File: src/rtl/sar_logic.sv
// rtl/sar_logic.sv - successive-approximation controller for the SAR ADC
//
// Sequences the track/hold switch and capacitive-DAC trial code, reads the
// comparator once per bit, and publishes the binary conversion result.
//
// Ports:
//   clk       in   1       system clock, rising edge
//   rst       in   1       synchronous reset, active high
//   start     in   1       conversion request, honoured only when idle
//   cmp       in   1       comparator: 1 = Vin >= Vdac (keep trial bit)
//   sample    out  1       T/H control: 1 = track, 0 = hold
//   dac_code  out  N_BITS  trial code driven to the capacitive DAC
//   busy      out  1       high whenever a conversion is in flight
//   done      out  1       one-cycle pulse, result valid from the same cycle
//   result    out  N_BITS  last completed conversion

module sar_logic #(
    parameter int N_BITS        = 8,
    parameter int SAMPLE_CYCLES = 2,
    parameter int SETTLE_CYCLES = 1
) (
    input  logic              clk,
    input  logic              rst,
    input  logic              start,
    input  logic              cmp,
    output logic              sample,
    output logic [N_BITS-1:0] dac_code,
    output logic              busy,
    output logic              done,
    output logic [N_BITS-1:0] result
);

    localparam int CMAX = (SAMPLE_CYCLES > SETTLE_CYCLES) ? SAMPLE_CYCLES : SETTLE_CYCLES;
    localparam int CW   = $clog2(CMAX + 1);
    localparam int IW   = $clog2(N_BITS);

    localparam logic [N_BITS-1:0] ONE      = N_BITS'(1);
    localparam logic [N_BITS-1:0] MIDSCALE = ONE << (N_BITS - 1);
    localparam logic [CW-1:0]     SAMP_LD  = CW'(SAMPLE_CYCLES - 1);
    localparam logic [CW-1:0]     SETL_LD  = CW'(SETTLE_CYCLES - 1);
    localparam logic [IW-1:0]     IDX_TOP  = IW'(N_BITS - 1);

    typedef enum logic [2:0] {
        IDLE,
        SAMPLE,
        SETTLE,
        DECIDE,
        DONE
    } state_t;

    state_t            state;
    logic [CW-1:0]     cnt;
    logic [IW-1:0]     idx;
    logic [N_BITS-1:0] code_kept;

    // Trial code after the comparator verdict on the bit under test.
    always_comb begin
        code_kept = dac_code;
        if (!cmp) begin
            code_kept[idx] = 1'b0;
        end
    end

    always_ff @(posedge clk) begin
        if (rst) begin
            state    <= IDLE;
            cnt      <= '0;
            idx      <= '0;
            sample   <= 1'b0;
            dac_code <= '0;
            busy     <= 1'b0;
            done     <= 1'b0;
            result   <= '0;
        end else begin
            case (state)
                IDLE: begin
                    if (start) begin
                        state  <= SAMPLE;
                        cnt    <= SAMP_LD;
                        sample <= 1'b1;
                        busy   <= 1'b1;
                    end
                end
                SAMPLE: begin
                    if (cnt == '0) begin
                        state    <= SETTLE;
                        cnt      <= SETL_LD;
                        sample   <= 1'b0;
                        idx      <= IDX_TOP;
                        dac_code <= MIDSCALE;
                    end else begin
                        cnt <= cnt - CW'(1);
                    end
                end
                SETTLE: begin
                    if (cnt == '0) begin
                        state <= DECIDE;
                    end else begin
                        cnt <= cnt - CW'(1);
                    end
                end
                DECIDE: begin
                    if (idx != '0) begin
                        // Resolve this bit and raise the next lower trial bit.
                        dac_code <= code_kept | (ONE << (idx - IW'(1)));
                        idx      <= idx - IW'(1);
                        cnt      <= SETL_LD;
                        state    <= SETTLE;
                    end else begin
                        dac_code <= code_kept;
                        result   <= code_kept;
                        done     <= 1'b1;
                        state    <= DONE;
                    end
                end
                DONE: begin
                    done  <= 1'b0;
                    busy  <= 1'b0;
                    state <= IDLE;
                end
                default: begin
                    state  <= IDLE;
                    sample <= 1'b0;
                    busy   <= 1'b0;
                    done   <= 1'b0;
                end
            endcase
        end
    end

endmodule

File: config.mk
export PLATFORM = sky130hd
export DESIGN_NAME = sar_logic
export DESIGN_NICKNAME = d
export VERILOG_FILES = /design/src/rtl/sar_logic.sv
export SDC_FILE = /design/constraint.sdc
export NUM_CORES = 1
export LEC_CHECK = 0
export ABC_AREA = 0
export CORE_MARGIN = 2
export CORE_UTILIZATION = 40
export DETAILED_ROUTE_END_ITERATION = 7
export GPL_TIMING_DRIVEN = 1
export HOLD_SLACK_MARGIN = 0.03
export PLACE_DENSITY_LB_ADDON = 0.12
export SLEW_MARGIN = 30
export SYNTH_ARGS = -nofsm -noshare
export SYNTH_HDL_FRONTEND = slang
export SYNTH_SLANG_ARGS = --single-unit
export TNS_END_PERCENT = 5
File: constraint.sdc
create_clock -name clk -period 2.3 [get_ports clk]
set_clock_uncertainty 0.05 [all_clocks]
set_input_delay 0.46 -clock clk [delete_from_list [all_inputs] [get_ports clk]]
set_output_delay 0.46 -clock clk [all_outputs]
set_load 0.01 [all_outputs]
After elaboration in Yosys (flattened, before gate mapping)
Index checks and enable logic that the tools add are counted.

Register bits: 27. Bits in latches: 0. Bits in writable memories: 0. Memory bits (read-only): 0. Input bits: 4. Output and inout bits: 19. Memories: 0.

Add/subtract/negate cells: 2. Multiply operators: 0. Divide/modulo/power cells: 0. Order comparisons: 2. Equal/unequal tests: 10. Shift operators: 1. Muxes and demuxes: 25. Bitwise gates (word level): 7. Reduce and logical (&&, ||, !) cells: 17.

Operators with widths (number): 8-bit two-way mux (3); 3-bit two-way mux (6); 8-bit one-hot mux with 2 select lines (1); 2-bit inequality test (second input constant) (6); 3-bit one-hot mux with 4 select lines (1); 3-bit AND reduction (3); 3-bit OR reduction (3); 8-bit AND (1); 2-bit two-way mux (4); 8-bit NOT (1); 8-bit bitwise OR (1); 2-bit one-hot mux with 4 select lines (1); 2-bit AND reduction (4); 1-bit by 3-bit left shift with 8-bit output (first input constant) (1); 3-bit by 2-bit equality test with 1-bit output (second input constant) (2); 3-bit one-hot mux with 2 select lines (1); 3-bit by 4-bit less-than comparator with 1-bit output (second input constant) (1); 1-bit two-way mux (4); 1-bit NOT (4); 1-bit one-hot mux with 2 select lines (2); 4-bit AND reduction (1); 4-bit nonzero test (1); 1-bit demux with 3-bit select (1); 3-bit by 1-bit equality test with 1-bit output (second input constant) (1); 10 further kinds (10).

Logic depth before layout (Yosys ltp)
Depth in word-level cells: 10. Depth in mapped cells: 7.

Worst setup path before layout
OpenSTA, ideal clock, no wires.

Path type: reg2reg. Start: register idx[0]. End: register dac_code[4]. Setup time: 0.061 ns. Arrival time: 1.623 ns. Data required time: 2.189 ns. Setup slack: 0.566 ns. Stages on the path, launching flop included: 7. Buffers on the path: 1. Clock period less this slack: 1.734 ns. Cell sequence: dfxtp_1 > buf_6 > inv_1 > ha_1 > or3b_1 > a211oi_1 > a32o_1.

Longest elaborated chain between the ends: 10.

Ends and longest elaborated chain: start: declaration (RTL line 53) `logic [IW-1:0] idx;`; start signal: assignment (RTL line 106) `idx <= idx - IW'(1);`; 3-bit by 4-bit less-than comparator with 1-bit output (not written as such) / 3-bit by 1-bit greater-or-equal comparator with 1-bit output (equally long branches) (RTL line 60) `code_kept[idx] = 1'b0;`; 1-bit logical AND (not written as such) (RTL line 60); 1-bit two-way mux (not written as such) (RTL line 60); 1-bit demux with 3-bit select (RTL line 60); 8-bit NOT (no source line); 8-bit AND (no source line); 8-bit two-way mux (RTL line 59) `if (!cmp) begin`; 8-bit bitwise OR (RTL line 105) `dac_code <= code_kept | (ONE << (idx - IW'(1)));`; 8-bit two-way mux * (RTL line 103) `if (idx != '0) begin`; 8-bit one-hot mux with 2 select lines * (RTL line 75) `case (state)`; end signal: assignment (RTL line 105); end signal: assignment (RTL line 110) `dac_code <= code_kept;`; end: declaration (RTL line 27) `output logic [N_BITS-1:0] dac_code,`.

Mark *: on every way between the ends. The rest lies on a longest branch, timed or not. A chain may end at the register's enable or synchronous reset.

Final worst setup path
Start: register idx[0]. End: register dac_code[5].

Same word-level chain as after synthesis.

==> results summary <==
After synthesis, the largest area contributor takes up between 30% and 40% of total cell area. The number of distinct library cells after synthesis is 39. Before antenna repair, the detailed router went through 4 iterations. The count of input and output buffers came out at 22. The net total in the final layout is 191. Summed over all nets, the switching power comes to 577 µW.

The clock latency on the worst-skew pair came out at 0.34 ns. Across all register-to-register paths, the minimum setup slack is about 0.38 ns. The number of clock buffers inserted by TritonCTS is 3.

The root buffer cell is clkbuf_4. The number of antenna violations at the first check in global routing came out at 0. Sequential cells account for 42.6% of the total power. The buffering stage count on the worst path with inverters included came out at 1. The max-slew headroom at the worst pin is 45.2%. Including well taps, the total number of placed cells is between 200 and 250. The cell accounting for the most synthesized area is dfxtp_1. The number of stages on the worst setup path is 5. The via count normalized by instance count is 5.67. The share of flip-flops with an asynchronous set or reset came out at 0%. In this run the horizontal extent of the chip is 64.3 µm.

The number of cells on the worst reg-to-reg path came out at 5. The global routing usage summed across all routing layers came out at between 10% and 20%. The relative area change from synthesis to final layout is 18.8%. The setup path with the least slack is of type reg2reg. The worst-case vdd ir drop came out at 0.547 mV. In this run the cell area of the synthesized design comes to 0.00146 mm². The post-route netlist has 5.62% of its cells at a drive strength greater than 1. The number of max-slew violations in the final report is 0. The first global-routing pass estimated ~5800 µm of wire. The fraction of the cycle the final worst path needs came out at 83.6%. The critical path goes through inv_1 -> ha_1 -> or3b_1 -> a211oi_1 -> a32o_1. The number of synthesized register bits is 27. After floorplanning, the core was divided into 21 placement rows. The finished cells cover 0.00173 mm². The filler cell count came out at about 320. The gate count after technology mapping is ~160. Internal power comes to 839 µW. The number of remaining DRC errors came out at 0. The sort of element at the start of the critical path is a flop. On the worst path, the slowest cell contributes a delay of between 0.5 and 0.6 ns.

The clock tree from TritonCTS is yes. Cells fill 50.6% of the core in the end. The share of the yosys chip area belonging to registers is 37.1%. Leaving out filler cells and counting taps, the final layout contains 224. The critical path starts at idx[0].

Ranked by instance count, the synthesized netlist is headed by dfxtp_1, a21oi_1, o21ai_0. The leakage power came out at between 0.6 and 0.7 nW. The data required time at the worst endpoint came out at 2.54 ns.

The fmax came out at around 0.52 GHz. The worst path meets setup with 0.378 ns of slack. The net count of the mapped netlist is around 170. Timing analysis after detailed placement gives a worst setup slack of 0.0709 ns. For the pin with the worst max-slew slack, the measured transition is 0.820 ns. Summing over every cut layer, the via total after detailed routing is 1,271. The arrival time of data at the critical path endpoint is 2.16 ns.

The power density relative to cell area came out at 819 mW/mm². In this run the critical register-to-register path is captured at dac_code[5]. The yosys synthesis warning count came out at 0.

The routability-driven placement congestion ratio is about 0.81. The count of hold-fix buffers inserted at cts is 0. After legalization and detailed placement, the total HPWL measured 2370 µm. Among all stages on the critical path, the largest delay is contributed by a211oi_1. The post-layout minimum cycle time came out at 1.92 ns. The die area came out at ~0.0041 mm². A synthesized cell averages roughly 9.0 µm². After clock tree synthesis, the repair step resized 0 gates.

The number of sinks handled by clock tree synthesis came out at 27. The startpoint identified for the worst register-to-register timing path is idx[0]. The number of levels the H-tree was split into is 1.

The total negative slack came out at 0 ns. The tightest min-delay check is of the reg2reg type. Setup repair after global routing left no endpoint under its margin. The starting density of the core came out at between 40 and 50%. Yosys mapped a number of flops with a built-in enable equal to 0. Counting along the longest clock path gives a buffer depth of 2.

The first-iteration detailed-routing DRC count is 124. The part of the power in the clock network is 15.3%. The endpoint of the worst setup timing path is dac_code[5].

0 antenna diodes ended up in the layout. The pin count of the biggest net entering global routing is 19. The core area came out at 0.00342 mm².

The wire length per cell is ~15 µm. The power after layout came out at about 1.4 mW. The proportion of total power due to net switching came out at between 40 and 50%. Combinational logic is responsible for between 40% and 50% of the overall power. The number of primary I/O pins is 23. The number of buffers inserted by post-CTS setup repair is 0. The total wire length is about 3400 µm. Across the run, the number of max-cap violations was 0.

The die height came out at 64.3 µm. The instance count along the most critical hold path is 2. The run finished with clean final reports.

Summing all placed instances gives a cell area of 0.00170 mm². Grouping stages by cell kind, the critical path spends the most delay in compound AO/OA/AOI/OAI gates. The endpoint class of the critical path is a flop.

The clock transition at the registers of the reported paths came out at 0.15 ns. The setup violation total in the final timing report is 0. The most common cell in the synthesized netlist is dfxtp_1. The final count of hold timing violations is 0. The number of routed nets with antenna violations came out at 0. The via count of the first global-routing pass came out at 1,172. The primary flip-flop cell chosen by synthesis mapping is dfxtp_1.

The total overflow reported by the global router is 0. The final hold slack came out at about 0.43 ns. In this run the worst path has a maximum fanout of 7. In the post-synthesis netlist, the biggest area contributors are dfxtp_1, ha_1, a211o_1.
==> worst min-delay path by stage <==
stage | from | endpoint
after floorplan | cnt[0] | cnt[0]
after global placement | done | done
after detailed placement | result[4] | result[4]
after CTS | result[0] | result[0]
after global routing | result[4] | result[4]
final | result[4] | result[4]
==> sequential cells by signal, indices dropped and copies added, names as in the netlist <==
signal,count
idx,3
dac_code,8
cnt,2
state,3
sample,1
busy,1
done,1
result,8
==> cell families (layout without fill, tap and decap cells) <==
group	Yosys count	in the layout	synth area share (%)
adders and majority gates	8	8	6.88
buffers and inverters	24	41	7.48
DFF	27	27	37.1
AOI/OAI and AO/OA	54	54	25.4
muxes	2	2	1.38
and+or+nand+nor	46	46	21.8
==> cell usage in the layout (no fill, tap or decap), types with 2 or more instances in the layout <==
cell type,netlist,final
nor2_1,3,3
ha_1,8,8
clkdlybuf4s50_1,0,22
a21oi_1,13,13
o21ai_0,12,12
nor2b_1,4,4
a31oi_1,3,3
or4b_1,2,2
o31ai_1,2,2
inv_1,8,8
nand2_1,3,3
nand2b_1,5,5
clkbuf_4,0,3
a211oi_1,3,3
nand3b_1,3,3
nand4_1,8,8
dfxtp_1,27,27
nand4bb_1,2,2
o21a_1,3,3
nand3_1,2,2
mux2i_1,2,2
buf_4,0,6
nor3_1,3,3
and3b_1,2,2
a32o_1,6,6
a211o_1,9,9
==> worst register-to-register path, cell delays in order, from the launching register on <==
cell and delay, ns:
dfxtp_1 0.36, inv_1 0.08, ha_1 0.28, or3b_1 0.39, a211oi_1 0.52, a32o_1 0.20
==> metal layers <==
metal	global-route usage, %	up-vias	part of all wire, %
li1	-	638	-
met1	25.2	584	49
met2	27.7	44	43
met3	2.82	5	6.0
met4	5.59	0	1.4
met5	0	-	0
==> power by group through the flow <==
stage / sequential [mW] / clock (mW) / combinational [mW]
after CTS: 0.602 / 0.223 / 0.595
after detailed placement: 0.613 / 0 / 0.589
after global placement: 0.611 / 0 / 0.576
after global routing: 0.618 / 0.240 / 0.665
final: 0.604 / 0.216 / 0.597
after floorplan: 0.578 / 0 / 0.468
==> area by class of cell <==
cell class	instances	area, µm²	share of cell area, %
multi-input combinational	110	806	46.6
sequential	27	541	31.3
timing repair buffer	28	265	15.3
tap	46	57.6	3.33
clock buffer	4	26.3	1.52
inverter	9	33.8	1.95
Power figures use the tool's default switching activity.
